File: src/rtl/udp_tx_sched.sv
// Round-robin scheduler sharing one UDP TX byte path between N_SRC sockets.
// Ports:
//   clk, rst_n                   - clock, async active-low reset
//   my_port                      - source port stamped on every datagram
//   req_valid/len/dst_port/ip    - per-socket request (packed, socket i at slice i)
//   fifo_rd / fifo_din           - per-socket FIFO read strobe / data (1-cycle latency)
//   grant, done, drop            - per-datagram status pulses
//   m_udp_*                      - latched header and framed payload byte stream
//   m_udp_ready                  - TX engine flow control (tolerates 2 bytes in flight)
module udp_tx_sched #(
  parameter int unsigned N_SRC   = 4,
  parameter int unsigned MAX_LEN = 1472
) (
  input  logic                  clk,
  input  logic                  rst_n,
  input  logic [15:0]           my_port,
  input  logic [N_SRC-1:0]      req_valid,
  input  logic [16*N_SRC-1:0]   req_len,
  input  logic [16*N_SRC-1:0]   req_dst_port,
  input  logic [32*N_SRC-1:0]   req_dst_ip,
  output logic [N_SRC-1:0]      fifo_rd,
  input  logic [8*N_SRC-1:0]    fifo_din,
  output logic [N_SRC-1:0]      grant,
  output logic [N_SRC-1:0]      done,
  output logic                  drop,
  output logic [15:0]           m_udp_src_port,
  output logic [15:0]           m_udp_dst_port,
  output logic [31:0]           m_udp_dst_ip,
  output logic [15:0]           m_udp_len,
  output logic [7:0]            m_udp_dout,
  output logic                  m_udp_sof,
  output logic                  m_udp_eof,
  output logic                  m_udp_valid,
  input  logic                  m_udp_ready
);

  localparam int unsigned SEL_W = (N_SRC > 1) ? $clog2(N_SRC) : 1;

  typedef enum logic [5:0] {
    S_IDLE   = 6'd0,
    S_ARB    = 6'd10,
    S_STREAM = 6'd20,
    S_DRAIN  = 6'd30,
    S_DONE   = 6'd40
  } state_t;

  state_t             state, state_nxt;
  logic [SEL_W-1:0]   rr_ptr, sel, pick, arb_idx;
  logic               pick_found;
  logic [15:0]        pick_len;
  logic [15:0]        rd_cnt, out_cnt;
  logic               rd_d1, drained;
  logic               rd_stream, rd_drain, rd_now;

  // Round-robin search starting just after the last granted socket
  always_comb begin
    pick       = '0;
    pick_found = 1'b0;
    arb_idx    = '0;
    for (int unsigned i = 1; i <= N_SRC; i++) begin
      arb_idx = SEL_W'((32'(rr_ptr) + i) % N_SRC);
      if (!pick_found && req_valid[arb_idx]) begin
        pick       = arb_idx;
        pick_found = 1'b1;
      end
    end
  end

  assign pick_len  = req_len[16*pick +: 16];
  assign rd_stream = (state == S_STREAM) && m_udp_ready && (rd_cnt < m_udp_len);
  assign rd_drain  = (state == S_DRAIN) && (rd_cnt < m_udp_len);
  assign rd_now    = rd_stream || rd_drain;

  // State register
  always_ff @(posedge clk or negedge rst_n) begin
    if (!rst_n) state <= S_IDLE;
    else        state <= state_nxt;
  end

  // Next-state logic
  always_comb begin
    state_nxt = S_IDLE;
    case (state)
      S_IDLE:   state_nxt = (|req_valid) ? S_ARB : S_IDLE;
      S_ARB: begin
        if (!pick_found)                 state_nxt = S_IDLE;
        else if (pick_len == 16'd0)      state_nxt = S_DONE;
        else if (pick_len > 16'(MAX_LEN)) state_nxt = S_DRAIN;
        else                             state_nxt = S_STREAM;
      end
      // Leave once the eof byte is on the output
      S_STREAM: state_nxt = (m_udp_valid && m_udp_eof) ? S_DONE : S_STREAM;
      // All reads issued and the final byte has already returned
      S_DRAIN:  state_nxt = (rd_cnt == m_udp_len) ? S_DONE : S_DRAIN;
      S_DONE:   state_nxt = S_IDLE;
      default:  state_nxt = S_IDLE;
    endcase
  end

  // Output decode; every strobe is one-hot on the current socket
  always_comb begin
    fifo_rd = '0;
    grant   = '0;
    done    = '0;
    drop    = 1'b0;
    if (rd_now) fifo_rd = N_SRC'(1) << sel;
    if ((state == S_ARB) && pick_found) grant = N_SRC'(1) << pick;
    if (state == S_DONE) begin
      done = N_SRC'(1) << sel;
      drop = drained;
    end
  end

  // Header latch, read counting and the two-stage read-to-output pipeline
  always_ff @(posedge clk or negedge rst_n) begin
    if (!rst_n) begin
      rr_ptr         <= SEL_W'(N_SRC - 1);
      sel            <= '0;
      drained        <= 1'b0;
      rd_cnt         <= '0;
      out_cnt        <= '0;
      rd_d1          <= 1'b0;
      m_udp_src_port <= '0;
      m_udp_dst_port <= '0;
      m_udp_dst_ip   <= '0;
      m_udp_len      <= '0;
      m_udp_dout     <= '0;
      m_udp_sof      <= 1'b0;
      m_udp_eof      <= 1'b0;
      m_udp_valid    <= 1'b0;
    end else begin
      if ((state == S_ARB) && pick_found) begin
        sel            <= pick;
        rr_ptr         <= pick;
        drained        <= (pick_len > 16'(MAX_LEN));
        m_udp_src_port <= my_port;
        m_udp_dst_port <= req_dst_port[16*pick +: 16];
        m_udp_dst_ip   <= req_dst_ip[32*pick +: 32];
        m_udp_len      <= pick_len;
      end
      if (rd_now) rd_cnt <= rd_cnt + 16'd1;
      // Only streamed reads feed the output; drained bytes are discarded
      rd_d1       <= rd_stream;
      m_udp_valid <= rd_d1;
      m_udp_sof   <= rd_d1 && (out_cnt == 16'd0);
      m_udp_eof   <= rd_d1 && (out_cnt == m_udp_len - 16'd1);
      if (rd_d1) begin
        m_udp_dout <= fifo_din[8*sel +: 8];
        out_cnt    <= out_cnt + 16'd1;
      end
      if (state == S_DONE) begin
        rd_cnt  <= '0;
        out_cnt <= '0;
      end
    end
  end

endmodule

File: config.mk
export PLATFORM = sky130hd
export DESIGN_NAME = udp_tx_sched
export DESIGN_NICKNAME = d
export VERILOG_FILES = /design/src/rtl/udp_tx_sched.sv
export SDC_FILE = /design/constraint.sdc
export NUM_CORES = 1
export LEC_CHECK = 0
export BUFFER_PORTS_ARGS = -buffer_cell sky130_fd_sc_hd__buf_2
export CORE_AREA = 2 2 159 161
export DETAILED_ROUTE_END_ITERATION = 12
export DIE_AREA = 0 0 161 163
export GPL_TIMING_DRIVEN = 0
export MAX_ROUTING_LAYER = met4
export PLACE_DENSITY = 0.74
export RECOVER_POWER = 25
export SETUP_SLACK_MARGIN = 0.15
export SLEW_MARGIN = 20
export SYNTH_ARGS = -nofsm -noshare
export SYNTH_HDL_FRONTEND = slang
export SYNTH_SLANG_ARGS = --single-unit
File: constraint.sdc
create_clock -name clk -period 3.1 [get_ports clk]
set_input_delay 0.155 -clock clk [delete_from_list [all_inputs] [get_ports clk]]
set_output_delay 0.155 -clock clk [all_outputs]
set_load 0.1 [all_outputs]
# [Word level (Yosys, flattened, before mapping)]
# Index checks and enable logic that the tools add are counted.
[word_totals] latchBits=0 out_inout_bits=104 mem_bits_ro=0 mem_count=0 ram_bits=0 elab_cells=91 ff_bits=135 inputBits=311
[classes] addsub=7 n_bitwise=0 magnitude_cmp=6 n_reduce_logical=20 div=0 mux=31 shift=6 n_mul=0 n_eq_ne=6
[ops] cell="indexed part select 128 x 8 -> 32 bit" n=1
[ops] cell="indexed part select 64 x 7 -> 16 bit" n=2
[ops] cell="two-way mux 16 bit" n=4
[ops] cell="adder 16 x 1 -> 16 bit, second input constant" n=2
[ops] cell="equality test 16 bit" n=2
[ops] cell="logical NOT 16 bit" n=2
[ops] cell="indexed part select 32 x 6 -> 8 bit" n=1
[ops] cell="two-way mux 6 bit" n=4
[ops] cell="case mux 6 bit (4 select lines)" n=1
[ops] cell="two-way mux 4 bit" n=5
[ops] cell="greater-than comparator 16 x 11 -> 1 bit, second input constant" n=1
[ops] cell="less-than comparator 16 bit" n=1
[ops] cell="subtractor 16 x 1 -> 16 bit, second input constant" n=1
[ops] cell="equality test 6 x 5 -> 1 bit, second input constant" n=2
[ops] cell="less-than comparator 2 x 3 -> 1 bit, second input constant" n=4
[ops] cell="logical AND 1 bit" n=10
[ops] cell="two-way mux 1 bit" n=9
[ops] cell="binary-select mux 1 bit (select 2 bit)" n=4
[ops] cell="two-way mux 2 bit" n=4
[ops] cell="<< shifter 1 x 2 -> 4 bit, first input constant" n=2
[ops] cell="equality test 6 x 4 -> 1 bit, second input constant" n=1
[ops] cell="equality test 6 bit, second input constant" n=1
[ops] cell="logical NOT 6 bit" n=1
[ops] cell="adder 2 x 1 -> 2 bit, second input constant" n=2
[ops] cell="other kinds (5)" n=9

# [Depth between registers and ports, before layout]
[logic_depth] word_depth=19 mapped_depth=12 ltp_nobuf=10

# [Worst setup path after synthesis]
# Ideal clock, no wire load.
[synth_timing] kind="register to output" from="register m_udp_len[1]" to="output fifo_rd[0]" slack_ns=-2.164 stages_incl_launch_ff=12 t_arrival_ns=5.109 n_path_buf=2 required_ns=2.945 path_cell_list="dfrtp_1 inv_1 ha_1 nor2b_1 o21a_1 o21ai_0 a21oi_1 o311a_1 or3_1 clkbuf_1 clkbuf_1 nor3_1"
[synth_between] elab_chain_cells=4 elab_cells_between_ends=5 classes_between="1 x order compare; 1 x mux; 3 x reduce/logical"
[synth_rtl] item="start, declared" line_no="29" rtl="output logic [15:0] m_udp_len,"
[synth_rtl] item="start signal, assigned" line_no="139" rtl="m_udp_len <= pick_len;"
[synth_rtl] item="less-than comparator 16 bit *" line_no="70, 71"
[synth_rtl] item="logical AND 1 bit (on tied branches)" line_no="70, 71"
[synth_rtl] item="logical OR 1 bit *" line_no="72" rtl="assign rd_now = rd_stream || rd_drain;"
[synth_rtl] item="two-way mux 4 bit *" line_no="106" rtl="if (rd_now) fifo_rd = N_SRC'(1) << sel;"
[synth_rtl] item="end, declared" line_no="21" rtl="output logic [N_SRC-1:0] fifo_rd,"
# Mark *: on every way between the ends. The rest lies on a longest branch, timed or not.

# [Final worst setup path]
[layout_timing] from="register m_udp_len[9]" to="output fifo_rd[0]"
# The elaborated chain is that of the path after synthesis.

==> impl_metrics.json <==
{
  "coreArea_sq_um": 24700,
  "wl_per_cell_um": 18.5,
  "wirelength_um": 35800,
  "syn_inst": 1120,
  "cts_tree": "done",
  "io_buffers": 414,
  "dpl_cell_area_sq_um": 11300,
  "worst_pin_slew_ns": 2.25,
  "numCtsBuffers": 17,
  "yosys_warnings": 0,
  "fillers": 2422,
  "arrival_ns": 2.99,
  "synth_simple_gate_area_share": 0.340,
  "synth_top_area_share": 0.381,
  "p_total_mw": 14.8,
  "synth_xor_area_frac": 0.0367,
  "drcViolationCount": 0,
  "cp_max_fo": 5,
  "yosysTopAreaCell": "dfrtp_1",
  "die_h_um": 163,
  "powerDensity_nw_per_um2": 1180,
  "cp-start-kind": "register",
  "post-route-min-period_ns": 3.15,
  "cts.root.buffer_cell": "clkbuf_16",
  "synth_area_sq_um": 8600,
  "pin_count": 415,
  "fp.dieW_um": 161,
  "grt-ovfl-total": 0,
  "stdcell_area_sq_um": 12500,
  "drtAntennaViolNets": 0,
  "drive_gt1_frac": 0.349,
  "path_class": "reg -> out",
  "p_leak_nw": 6.45,
  "synth-seq-cells": 133,
  "clock_skew_ns": 0.0127,
  "syn_avg_cell_area_sq_um": 7.68,
  "drtIter0Drc": 802,
  "clkTransAtPathRegs_ns": 0.07,
  "yosysMostFrequentCell": "nand2_1",
  "ir_drop_mv": 0.881,
  "max_freq_mhz": 318,
  "hpwlAfterDp_um": 27700,
  "synth-compound-area-share": 0.0688,
  "groute.usage.overall": 0.275,
  "synthTopCellsByArea": "dfrtp_1 (38%), nand2_1 (17%), nand3_1 (9.5%)",
  "clk_latency_ns": 0.42,
  "num_rows": 58,
  "cap_violations": 1,
  "via_per_inst": 5.22,
  "hold_violations": 0,
  "ys_async_sr_fraction": 1.00,
  "grt_pass1_vias": 9962,
  "grt_pass1_wl_um": 54100,
  "hold_class": "in -> reg",
  "vias": 10100,
  "outcome": "finished, violations left",
  "synthAdderAreaFrac": 0.0291,
  "setup_viol": 1,
  "first_pass_iters": 5,
  "ys_seq_area_frac": 0.387,
  "ys.flop_type": "dfrtp_1",
  "slew_headroom": -0.500,
  "fin_util": 0.508,
  "synth.net_count": 1451,
  "fin_ws_ns": -0.0468,
  "synth_common_cells": "nand2_1 (381), nand3_1 (164), dfrtp_1 (131)",
  "rsz0062_at_grt": "true",
  "synth_edf_count": 0,
  "post-route-period-util": 1.02,
  "die_area_sq_um": 26200,
  "cts_max_path_buffers": 2,
  "grt_antenna_before_repair": 5,
  "synthMuxAreaShare": 0.0920,
  "htreeDepth": 4,
  "endpoint_kind": "output pin",
  "cp.required_ns": 2.94,
  "whs_ns": 0.0719,
  "syn_to_final_growth_pct": 45.7,
  "start_util": 0.349,
  "routabilityCongestion": 0.947,
  "maxSlewViolCount": 39,
  "nets": 1918,
  "synth_cell_types": 50,
  "synth_top_family_by_area": "simple AND/OR/NAND/NOR gates",
  "violations": "capacitance limit, slew limit, setup timing",
  "cts_sinks": 133,
  "grt_max_degree": 96
}
[worst max-delay path: stages, from the launching register on]
cell	delay [ns]
dfrtp_4	0.50
inv_4	0.08
ha_4	0.20
a21o_1	0.15
a21o_1	0.17
a21o_1	0.18
a21oi_2	0.13
o21ai_1	0.11
or3_4	0.43
buf_8	0.14
clkbuf_16	0.15
nor3_4	0.15
buf_12	0.20
[through the flow]
stage,setup slack [ns],TNS (ns),cells
finish,-0.0468,-0.0468,1936
floorplan,-0.185,-0.185,1120
global route,-0.166,-0.482,1935
CTS,-0.0578,-0.0755,1930
global placement,-0.542,-19.42,1864
detailed placement,-0.223,-0.358,1865
[per-layer routing]
| metal | GRT usage | up-vias | wire length (um) |
|---|---|---|---|
| met3 | 0.0519 | 92 | 2450 |
| met2 | 0.464 | 474 | 17800 |
| met1 | 0.325 | 4801 | 14100 |
| met4 | 0.112 | 0 | 1450 |
| li1 | - | 4743 | - |
| met5 | - | - | 0 |
[timing repair]
action	CTS	global route
buffers inserted	15	0
endpoints found under the hold margin	55	0
gates resized for setup	60	30
endpoints found under the setup margin	32	22
pin swaps	12	4
hold buffers	18	0
[cells by family after synthesis]
| family | after synthesis |
|---|---|
| buf+inv | 100 |
| simple gates | 666 |
| xor+xnor | 36 |
| compound gates | 97 |
| fa+ha+maj | 20 |
| mux | 68 |
| flops | 133 |
[layout make-up]
class | instances | area, sq um | area share
plain buffers | 74 | 402 | 0.0321
diodes | 6 | 15.0 | 0.00120
repair buffers | 448 | 2510 | 0.201
clock inverters | 12 | 120 | 0.00959
flip-flops and latches | 133 | 3370 | 0.269
multi-input cells | 887 | 5150 | 0.411
clock buffers | 20 | 447 | 0.0356
well taps | 330 | 413 | 0.0330
inverters | 26 | 105 | 0.00839
[sequential cells by signal, indices dropped and copies added (netlist names)]
register / count
m_udp_valid: 1
rr_ptr: 2
m_udp_dst_ip: 32
m_udp_eof: 1
m_udp_dout: 8
rd_d1: 1
m_udp_dst_port: 16
rd_cnt: 16
m_udp_src_port: 16
drained: 1
m_udp_len: 16
out_cnt: 16
state: 4
m_udp_sof: 1
sel: 2
[worst paths after layout]
path	start	endpoint	slack, ns	cells after the start
worst max-delay path	m_udp_len[9]	fifo_rd[0]	-0.05	12
worst min-delay path	req_dst_ip[100]	m_udp_dst_ip[4]	0.07	5
worst max register to register	rr_ptr[1]	state[3]	0.02	11
worst min register to register	m_udp_dst_ip[23]	m_udp_dst_ip[23]	0.47	2
max in group asynchronous	rst_n	m_udp_len[4]	0.55	2
min in group asynchronous	rst_n	out_cnt[12]	0.93	2
[cell usage in the layout, fill, tap and decap left out, types with 6 or more instances in the layout]
cell type,netlist,layout
nand4_1,12,12
mux2_2,8,8
buf_12,0,8
dfrtp_1,131,116
dlygate4sd3_1,0,18
nand3_1,164,164
a21oi_1,27,19
buf_2,3,405
and3_1,11,11
nand2_1,381,380
mux4_2,8,8
buf_4,1,17
clkbuf_16,0,18
dfrtp_4,0,7
xnor2_1,13,13
dfrtp_2,0,8
mux2i_1,52,47
o31ai_1,8,7
clkbuf_1,63,55
xor2_1,23,23
nor2_1,41,36
nor3_1,14,11
or3_1,9,6
o21ai_0,33,31
inv_1,26,22
a21oi_2,0,8
a21o_1,7,7
ha_1,20,17
diode_2,0,6
[report_power, final]
group	leakage [nW]	total, mW	switching [mW]	internal (mW)
Sequential	1.65	3.00	0.542	2.46
Combinational	4.53	9.85	7.51	2.34
Clock	0.261	1.99	0.849	1.14
Total	6.45	14.8	8.90	5.94
(Power assumes the default switching activity.)
